==> config.mk <==
export PLATFORM = sky130hd
export DESIGN_NAME = maze_mem_arbiter_flat
export DESIGN_NICKNAME = d
export VERILOG_FILES = /design/src/rtl/maze_mem_arbiter_if.sv /design/src/rtl/maze_mem_arbiter.sv /design/src/flat_wrapper.sv
export SDC_FILE = /design/constraint.sdc
export NUM_CORES = 1
export LEC_CHECK = 0
export CAP_MARGIN = 25
export CORE_ASPECT_RATIO = 1.1
export CORE_UTILIZATION = 42
export CTS_BUF_LIST = sky130_fd_sc_hd__clkbuf_4 sky130_fd_sc_hd__clkbuf_8
export DETAILED_ROUTE_END_ITERATION = 12
export GPL_TIMING_DRIVEN = 0
export PLACE_DENSITY = 0.89
export SLEW_MARGIN = 5
export SYNTH_ARGS = -nofsm -noshare
export SYNTH_HDL_FRONTEND = slang
export SYNTH_SLANG_ARGS = --single-unit
==> constraint.sdc <==
create_clock -name clk -period 2.6 [get_ports clk]
set_input_delay 0.52 -clock clk [delete_from_list [all_inputs] [get_ports clk]]
set_output_delay 0.52 -clock clk [all_outputs]
set_load 0.005 [all_outputs]
==> src/rtl/maze_mem_arbiter_if.sv <==
// Bundle between the two maze-memory requesters, the arbiter and the memory pins.
// The slave modport is the arbiter's view; the master modport is the requester/memory side.
interface maze_mem_arbiter_if #(
    parameter int ADDR_W = 8,
    parameter int DATA_W = 1
);
    // Handshake: reqN is held high with wrN/addrN/wdataN stable until a cycle in
    // which gntN is high; that cycle is the accepted beat. rvalidN is high exactly
    // one cycle after each accepted read beat of port N, with rdataN carrying the word.
    logic              req0;
    logic              req1;
    logic              wr0;
    logic              wr1;
    logic [ADDR_W-1:0] addr0;
    logic [ADDR_W-1:0] addr1;
    logic [DATA_W-1:0] wdata0;
    logic [DATA_W-1:0] wdata1;
    logic              gnt0;
    logic              gnt1;
    logic              rvalid0;
    logic              rvalid1;
    logic [DATA_W-1:0] rdata0;
    logic [DATA_W-1:0] rdata1;
    logic              mem_cen;
    logic              mem_wr;
    logic              mem_rd;
    logic [ADDR_W-1:0] mem_addr;
    logic [DATA_W-1:0] mem_wdata;
    logic [DATA_W-1:0] mem_rdata;

    modport slave (
        input  req0, req1, wr0, wr1, addr0, addr1, wdata0, wdata1, mem_rdata,
        output gnt0, gnt1, rvalid0, rvalid1, rdata0, rdata1,
               mem_cen, mem_wr, mem_rd, mem_addr, mem_wdata
    );

    modport master (
        output req0, req1, wr0, wr1, addr0, addr1, wdata0, wdata1, mem_rdata,
        input  gnt0, gnt1, rvalid0, rvalid1, rdata0, rdata1,
               mem_cen, mem_wr, mem_rd, mem_addr, mem_wdata
    );
endinterface

==> src/rtl/maze_mem_arbiter.sv <==
// Round-robin arbiter with bounded bursts sharing the single-port maze memory
// between the rat solver (port 0) and the loader/path-display engine (port 1).
module maze_mem_arbiter #(
    parameter int ADDR_W    = 8,
    parameter int DATA_W    = 1,
    parameter int MAX_BURST = 4
) (
    input  logic                 clk,
    input  logic                 rst,
    maze_mem_arbiter_if.slave    bus,
    output logic [1:0]           state_o
);
    localparam int BEAT_W = $clog2(MAX_BURST + 1);

    typedef enum logic [1:0] {
        IDLE = 2'd0,
        G0   = 2'd1,
        G1   = 2'd2
    } state_e;

    state_e            state_q;
    logic              last_q;
    logic [BEAT_W-1:0] beat_q;
    logic [BEAT_W-1:0] beat_d;
    logic              burst_done;
    logic              rvalid0_q;
    logic              rvalid1_q;
    logic              gnt0_c;
    logic              gnt1_c;
    logic [ADDR_W-1:0] mem_addr_c;
    logic [DATA_W-1:0] mem_wdata_c;

    assign gnt0_c = (state_q == G0) && bus.req0;
    assign gnt1_c = (state_q == G1) && bus.req1;

    assign beat_d     = (beat_q == BEAT_W'(MAX_BURST)) ? beat_q : beat_q + 1'b1;
    assign burst_done = (beat_q == BEAT_W'(MAX_BURST - 1));

    // Memory pins follow the granted port and are all zero whenever no beat is accepted.
    always_comb begin
        bus.mem_cen = 1'b0;
        bus.mem_wr  = 1'b0;
        bus.mem_rd  = 1'b0;
        mem_addr_c  = '0;
        mem_wdata_c = '0;
        if (gnt0_c) begin
            bus.mem_cen = 1'b1;
            bus.mem_wr  = bus.wr0;
            bus.mem_rd  = ~bus.wr0;
            mem_addr_c  = bus.addr0;
            mem_wdata_c = bus.wdata0;
        end else if (gnt1_c) begin
            bus.mem_cen = 1'b1;
            bus.mem_wr  = bus.wr1;
            bus.mem_rd  = ~bus.wr1;
            mem_addr_c  = bus.addr1;
            mem_wdata_c = bus.wdata1;
        end
    end

    assign bus.mem_addr  = mem_addr_c;
    assign bus.mem_wdata = mem_wdata_c;
    assign bus.gnt0      = gnt0_c;
    assign bus.gnt1      = gnt1_c;

    // A read return already in flight when reset is asserted is suppressed.
    assign bus.rvalid0 = rvalid0_q & ~rst;
    assign bus.rvalid1 = rvalid1_q & ~rst;
    assign bus.rdata0  = bus.mem_rdata;
    assign bus.rdata1  = bus.mem_rdata;

    assign state_o = state_q;

    always_ff @(posedge clk) begin
        if (rst) begin
            state_q   <= IDLE;
            last_q    <= 1'b1;
            beat_q    <= '0;
            rvalid0_q <= 1'b0;
            rvalid1_q <= 1'b0;
        end else begin
            rvalid0_q <= gnt0_c & ~bus.wr0;
            rvalid1_q <= gnt1_c & ~bus.wr1;
            case (state_q)
                IDLE: begin
                    // On a tie the port that was not granted last wins.
                    if (bus.req0 && (!bus.req1 || last_q)) begin
                        state_q <= G0;
                        last_q  <= 1'b0;
                        beat_q  <= '0;
                    end else if (bus.req1) begin
                        state_q <= G1;
                        last_q  <= 1'b1;
                        beat_q  <= '0;
                    end
                end
                G0: begin
                    if (!bus.req0) begin
                        if (bus.req1) begin
                            state_q <= G1;
                            last_q  <= 1'b1;
                            beat_q  <= '0;
                        end else begin
                            state_q <= IDLE;
                        end
                    end else if (burst_done && bus.req1) begin
                        state_q <= G1;
                        last_q  <= 1'b1;
                        beat_q  <= '0;
                    end else begin
                        beat_q <= beat_d;
                    end
                end
                G1: begin
                    if (!bus.req1) begin
                        if (bus.req0) begin
                            state_q <= G0;
                            last_q  <= 1'b0;
                            beat_q  <= '0;
                        end else begin
                            state_q <= IDLE;
                        end
                    end else if (burst_done && bus.req0) begin
                        state_q <= G0;
                        last_q  <= 1'b0;
                        beat_q  <= '0;
                    end else begin
                        beat_q <= beat_d;
                    end
                end
                default: begin
                    state_q <= IDLE;
                end
            endcase
        end
    end
endmodule

==> src/flat_wrapper.sv <==
// flat-port wrapper written by rule: the top's interface ports become plain ports
module maze_mem_arbiter_flat 
#(
    parameter int ADDR_W    = 8,
    parameter int DATA_W    = 1,
    parameter int MAX_BURST = 4
)
  (clk, rst, state_o, bus_req0, bus_req1, bus_wr0, bus_wr1, bus_addr0, bus_addr1, bus_wdata0, bus_wdata1, bus_mem_rdata, bus_gnt0, bus_gnt1, bus_rvalid0, bus_rvalid1, bus_rdata0, bus_rdata1, bus_mem_cen, bus_mem_wr, bus_mem_rd, bus_mem_addr, bus_mem_wdata);
  maze_mem_arbiter_if #(.ADDR_W(ADDR_W), .DATA_W(DATA_W)) bus_i ();
  input  logic clk;
  input  logic rst;
  output logic [1:0] state_o;
  input wire logic [$bits(bus_i.req0)-1:0] bus_req0;
  input wire logic [$bits(bus_i.req1)-1:0] bus_req1;
  input wire logic [$bits(bus_i.wr0)-1:0] bus_wr0;
  input wire logic [$bits(bus_i.wr1)-1:0] bus_wr1;
  input wire logic [$bits(bus_i.addr0)-1:0] bus_addr0;
  input wire logic [$bits(bus_i.addr1)-1:0] bus_addr1;
  input wire logic [$bits(bus_i.wdata0)-1:0] bus_wdata0;
  input wire logic [$bits(bus_i.wdata1)-1:0] bus_wdata1;
  input wire logic [$bits(bus_i.mem_rdata)-1:0] bus_mem_rdata;
  output wire logic [$bits(bus_i.gnt0)-1:0] bus_gnt0;
  output wire logic [$bits(bus_i.gnt1)-1:0] bus_gnt1;
  output wire logic [$bits(bus_i.rvalid0)-1:0] bus_rvalid0;
  output wire logic [$bits(bus_i.rvalid1)-1:0] bus_rvalid1;
  output wire logic [$bits(bus_i.rdata0)-1:0] bus_rdata0;
  output wire logic [$bits(bus_i.rdata1)-1:0] bus_rdata1;
  output wire logic [$bits(bus_i.mem_cen)-1:0] bus_mem_cen;
  output wire logic [$bits(bus_i.mem_wr)-1:0] bus_mem_wr;
  output wire logic [$bits(bus_i.mem_rd)-1:0] bus_mem_rd;
  output wire logic [$bits(bus_i.mem_addr)-1:0] bus_mem_addr;
  output wire logic [$bits(bus_i.mem_wdata)-1:0] bus_mem_wdata;
  assign bus_i.req0 = bus_req0;
  assign bus_i.req1 = bus_req1;
  assign bus_i.wr0 = bus_wr0;
  assign bus_i.wr1 = bus_wr1;
  assign bus_i.addr0 = bus_addr0;
  assign bus_i.addr1 = bus_addr1;
  assign bus_i.wdata0 = bus_wdata0;
  assign bus_i.wdata1 = bus_wdata1;
  assign bus_i.mem_rdata = bus_mem_rdata;
  assign bus_gnt0 = bus_i.gnt0;
  assign bus_gnt1 = bus_i.gnt1;
  assign bus_rvalid0 = bus_i.rvalid0;
  assign bus_rvalid1 = bus_i.rvalid1;
  assign bus_rdata0 = bus_i.rdata0;
  assign bus_rdata1 = bus_i.rdata1;
  assign bus_mem_cen = bus_i.mem_cen;
  assign bus_mem_wr = bus_i.mem_wr;
  assign bus_mem_rd = bus_i.mem_rd;
  assign bus_mem_addr = bus_i.mem_addr;
  assign bus_mem_wdata = bus_i.mem_wdata;
  maze_mem_arbiter #(.ADDR_W(ADDR_W), .DATA_W(DATA_W), .MAX_BURST(MAX_BURST)) u_core (.clk(clk), .rst(rst), .bus(bus_i), .state_o(state_o));
endmodule
==> flow_metrics.env <==
export IMPL_status="complete, but fails checks"
export IMPL_violations="DRC"
export IMPL_timing_worst_setup_path_type="flop to primary output"
export IMPL_grt_pass1_vias=847
export IMPL_tns_ns=0
export IMPL_die_y_um=47.55
export IMPL_nNetsFinal=180
export IMPL_p_leak_uw=0.0005561
export IMPL_vias=929
export IMPL_hpwlAfterDp_mm=1.869
export IMPL_gp_congestion=0.8176
export IMPL_cts_made_buffers=3
export IMPL_cap_violations=0
export IMPL_setup_violations=0
export IMPL_post_synth_top_count_cell="a22o_1"
export IMPL_timing_rr_end="u_core.last_q$_SDFFE_PP1P_"
export IMPL_async_flop_share_pct=0
export IMPL_power_density_mw_per_mm2=696.7
export IMPL_drt_iter0_markers=33
export IMPL_cp_data_arrival_time_ns=1.95
export IMPL_dieArea_sq_mm=0.002064
export IMPL_min_period_ns=2.474
export IMPL_min_from="u_core.beat_q[2]$_SDFFE_PP0P_"
export IMPL_clock_sinks=8
export IMPL_io_pins=45
export IMPL_path_cells="inv_1 > ha_2 > nand2_4 > clkinv_4 > buf_4 > a22o_1 > clkdlybuf4s50_1"
export IMPL_r2r_start="u_core.state_o[1]$_SDFFE_PP0P_"
export IMPL_cts_root_buffer="clkbuf_4"
export IMPL_clk_latency_ns=0.27
export IMPL_ys_types=40
export IMPL_antenna_diode_count=0
export IMPL_syn_nets=130
export IMPL_nFillCells=133
export IMPL_whs_endpoint="u_core.beat_q[2]$_SDFFE_PP0P_"
export IMPL_fin_area_sq_mm=0.001321
export IMPL_max_stage_delay_ns=0.50
export IMPL_timing_slew_headroom_pct=68.49
export IMPL_synthTopCellsByArea="dfxtp_1 (20%), ha_1 (13%), a22o_1 (11%)"
export IMPL_fin_crit_sh_pct=95.15
export IMPL_ys_flop_type="dfxtp_1"
export IMPL_ys_ff_latch=8
export IMPL_antenna_found_initial=0
export IMPL_area_growth_pct=66.82
export IMPL_via_per_inst=5.699
export IMPL_hold_class="flop to flop"
export IMPL_htree_levels=1
export IMPL_start_util_pct=44.45
export IMPL_fmax_mhz=404.2
export IMPL_skew_ns=0.007416
export IMPL_grt_usage_pct=25.69
export IMPL_core_area_sq_mm=0.001782
export IMPL_hold_viol_final=0
export IMPL_dr_pass1_iters=8
export IMPL_synth_seq_area_share_pct=20.22
export IMPL_syn_area_sq_um=792.0
export IMPL_startpoint_type="flop"
export IMPL_layout_drive_gt1_share_pct=17.93
export IMPL_end_kind="primary output"
export IMPL_synth_edf_count=0
export IMPL_grt_max_degree=11
export IMPL_cp_top_family="buffers and inverters"
export IMPL_yosysTopAreaCell="dfxtp_1"
export IMPL_drtAntennaViolNets=0
export IMPL_portBuffers=43
export IMPL_ir_drop_v=0.0003719
export IMPL_rows=16
export IMPL_critPathSlowestCell="clkdlybuf4s50_1"
export IMPL_crit_fanout=10
export IMPL_rsz0062_at_grt="false"
export IMPL_r2r_slack_ns=0.86
export IMPL_finalMaxSlewViolations=0
export IMPL_cts_tree="built"
export IMPL_die_x_um=43.41
export IMPL_netlist_top_cells_count="a22o_1 (10), dfxtp_1 (8), ha_1 (8), inv_1 (8), nand2_1 (7)"
export IMPL_ys_warnings_count=0
export IMPL_drc=4
export IMPL_overflow=0
export IMPL_avgSynthCellArea_sq_um=8.165
export IMPL_place_area_sq_mm=0.001245
export IMPL_required_ns=2.08
export IMPL_clockBufferDepth=2
export IMPL_wl_mm=2.407
export IMPL_grt_first_pass_wirelength_mm=3.767
export IMPL_postCtsHoldBufs=0
export IMPL_reg2reg_depth=7
export IMPL_hold_depth=2
export IMPL_yosys_area_top_type_share_pct=20.22
export IMPL_routedWlPerCell_um=14.77
export IMPL_clkTransAtPathRegs_ns=0.06
export IMPL_path_buf_inv=4
export IMPL_worstMarginPinSlew_ns=0.4726
export IMPL_postSynthCellCount=97
-- routing by layer --
metal  vias to the layer above  GRT usage, %  wire length, um
met5                         -             0                0
met4                         0         15.63               21
met3                         2         4.528              155
met2                        48         46.97             1286
met1                       429         28.44              942
li1                        450             -                -
-- state kept, by name (all words and copies together), names as in the netlist --
| register | cells |
|---|---|
| u_core.beat_q | 3 |
| u_core.state_o | 2 |
| u_core.last_q | 1 |
| u_core.rvalid0_q | 1 |
| u_core.rvalid1_q | 1 |
-- worst max-delay path by stage --
stage / endpoint / depth (start not counted) / from / slack (ns)
after floorplan: bus_mem_addr[0] / 6 / u_core.state_o[1]$_SDFFE_PP0P_ / 0.77
after global placement: bus_mem_addr[5] / 6 / bus_req0 / -0.33
after detailed placement: bus_mem_addr[1] / 6 / bus_req0 / -0.36
after CTS: bus_mem_rd / 7 / u_core.state_o[1]$_SDFFE_PP0P_ / 0.01
after global routing: bus_mem_addr[2] / 7 / u_core.state_o[1]$_SDFFE_PP0P_ / 0.03
final: bus_mem_addr[2] / 7 / u_core.state_o[1]$_SDFFE_PP0P_ / 0.13
-- worst reg2reg max path: stages (launching register included) --
cell      delay, ns
dfxtp_4        0.34
buf_4          0.15
ha_4           0.18
nand2_2        0.17
inv_2          0.08
a22oi_2        0.28
a21boi_1       0.10
a311o_1        0.32
-- cells in the final DEF, fill, tap and decap left out, drive strengths merged, types with 2 or more instances in the layout --
master         count
buf                4
ha                 8
dfxtp              8
a22o              11
nand2b             2
nor3               2
a21boi             2
nor2b              2
clkdlybuf4s50     39
dlymetal6s2s       2
a311oi             2
clkbuf             6
nand2             10
nand3              4
and2               2
inv                9
nor2               6
a21oi              5
o21ai              5
-- area by class of cell --
class / instances / area [sq um] / area share (%)
Clock buffer: 3 / 22.52 / 1.705
Buffer: 5 / 30.03 / 2.273
Multi-Input combinational cell: 75 / 601.8 / 45.55
Sequential cell: 8 / 165.2 / 12.50
Inverter: 10 / 42.54 / 3.220
Timing Repair Buffer: 44 / 436.7 / 33.05
Tap cell: 18 / 22.52 / 1.705
-- cell families (layout without fill, tap and decap cells) --
kind of cell / Yosys count / in the layout / share of synthesized area, %
AOI/OAI and AO/OA: 35 / 35 / 36.81
and+or+nand+nor: 29 / 30 / 19.59
buffers and inverters: 15 / 62 / 8.371
adders and majority gates: 8 / 8 / 12.64
DFF: 8 / 8 / 20.22
xor gates and xnor gates: 1 / 1 / 1.106
muxes: 1 / 1 / 1.264
-- power breakdown --
part / switching, uW / internal, uW
clock: 51.6 / 53.4
sequential: 35.8 / 162
combinational: 296 / 321
total: 384 / 537
-- per-stage QoR --
| step | power, uW | util, % | worst slack (ns) | hold slack (ns) | instances |
|---|---|---|---|---|---|
| 6_report | 920.5 | 74.16 | 0.1261 | 0.5422 | 163 |
| 5_1_grt | 1001 | 74.16 | 0.03111 | 0.5847 | 163 |
| 4_1_cts | 908.8 | 73.03 | 0.01181 | 0.5407 | 162 |
| 3_5_place_dp | 768.3 | 69.87 | -0.3624 | 0.5309 | 158 |
| 3_3_place_gp | 748.9 | 69.87 | -0.3251 | 0.5149 | 158 |
| 2_1_floorplan | 541.8 | - | 0.7703 | 0.4936 | 97 |
-- timing repair --
| item | CTS | global route |
|---|---|---|
| pin swaps | 1 | 0 |
| endpoints found under the setup margin | 12 | 11 |
| cloned | 1 | 0 |
| gates resized for setup | 11 | 7 |
| buffers inserted | 0 | 1 |
| endpoints found under the hold margin | 0 | 0 |
Power figures use the tool's default switching activity.
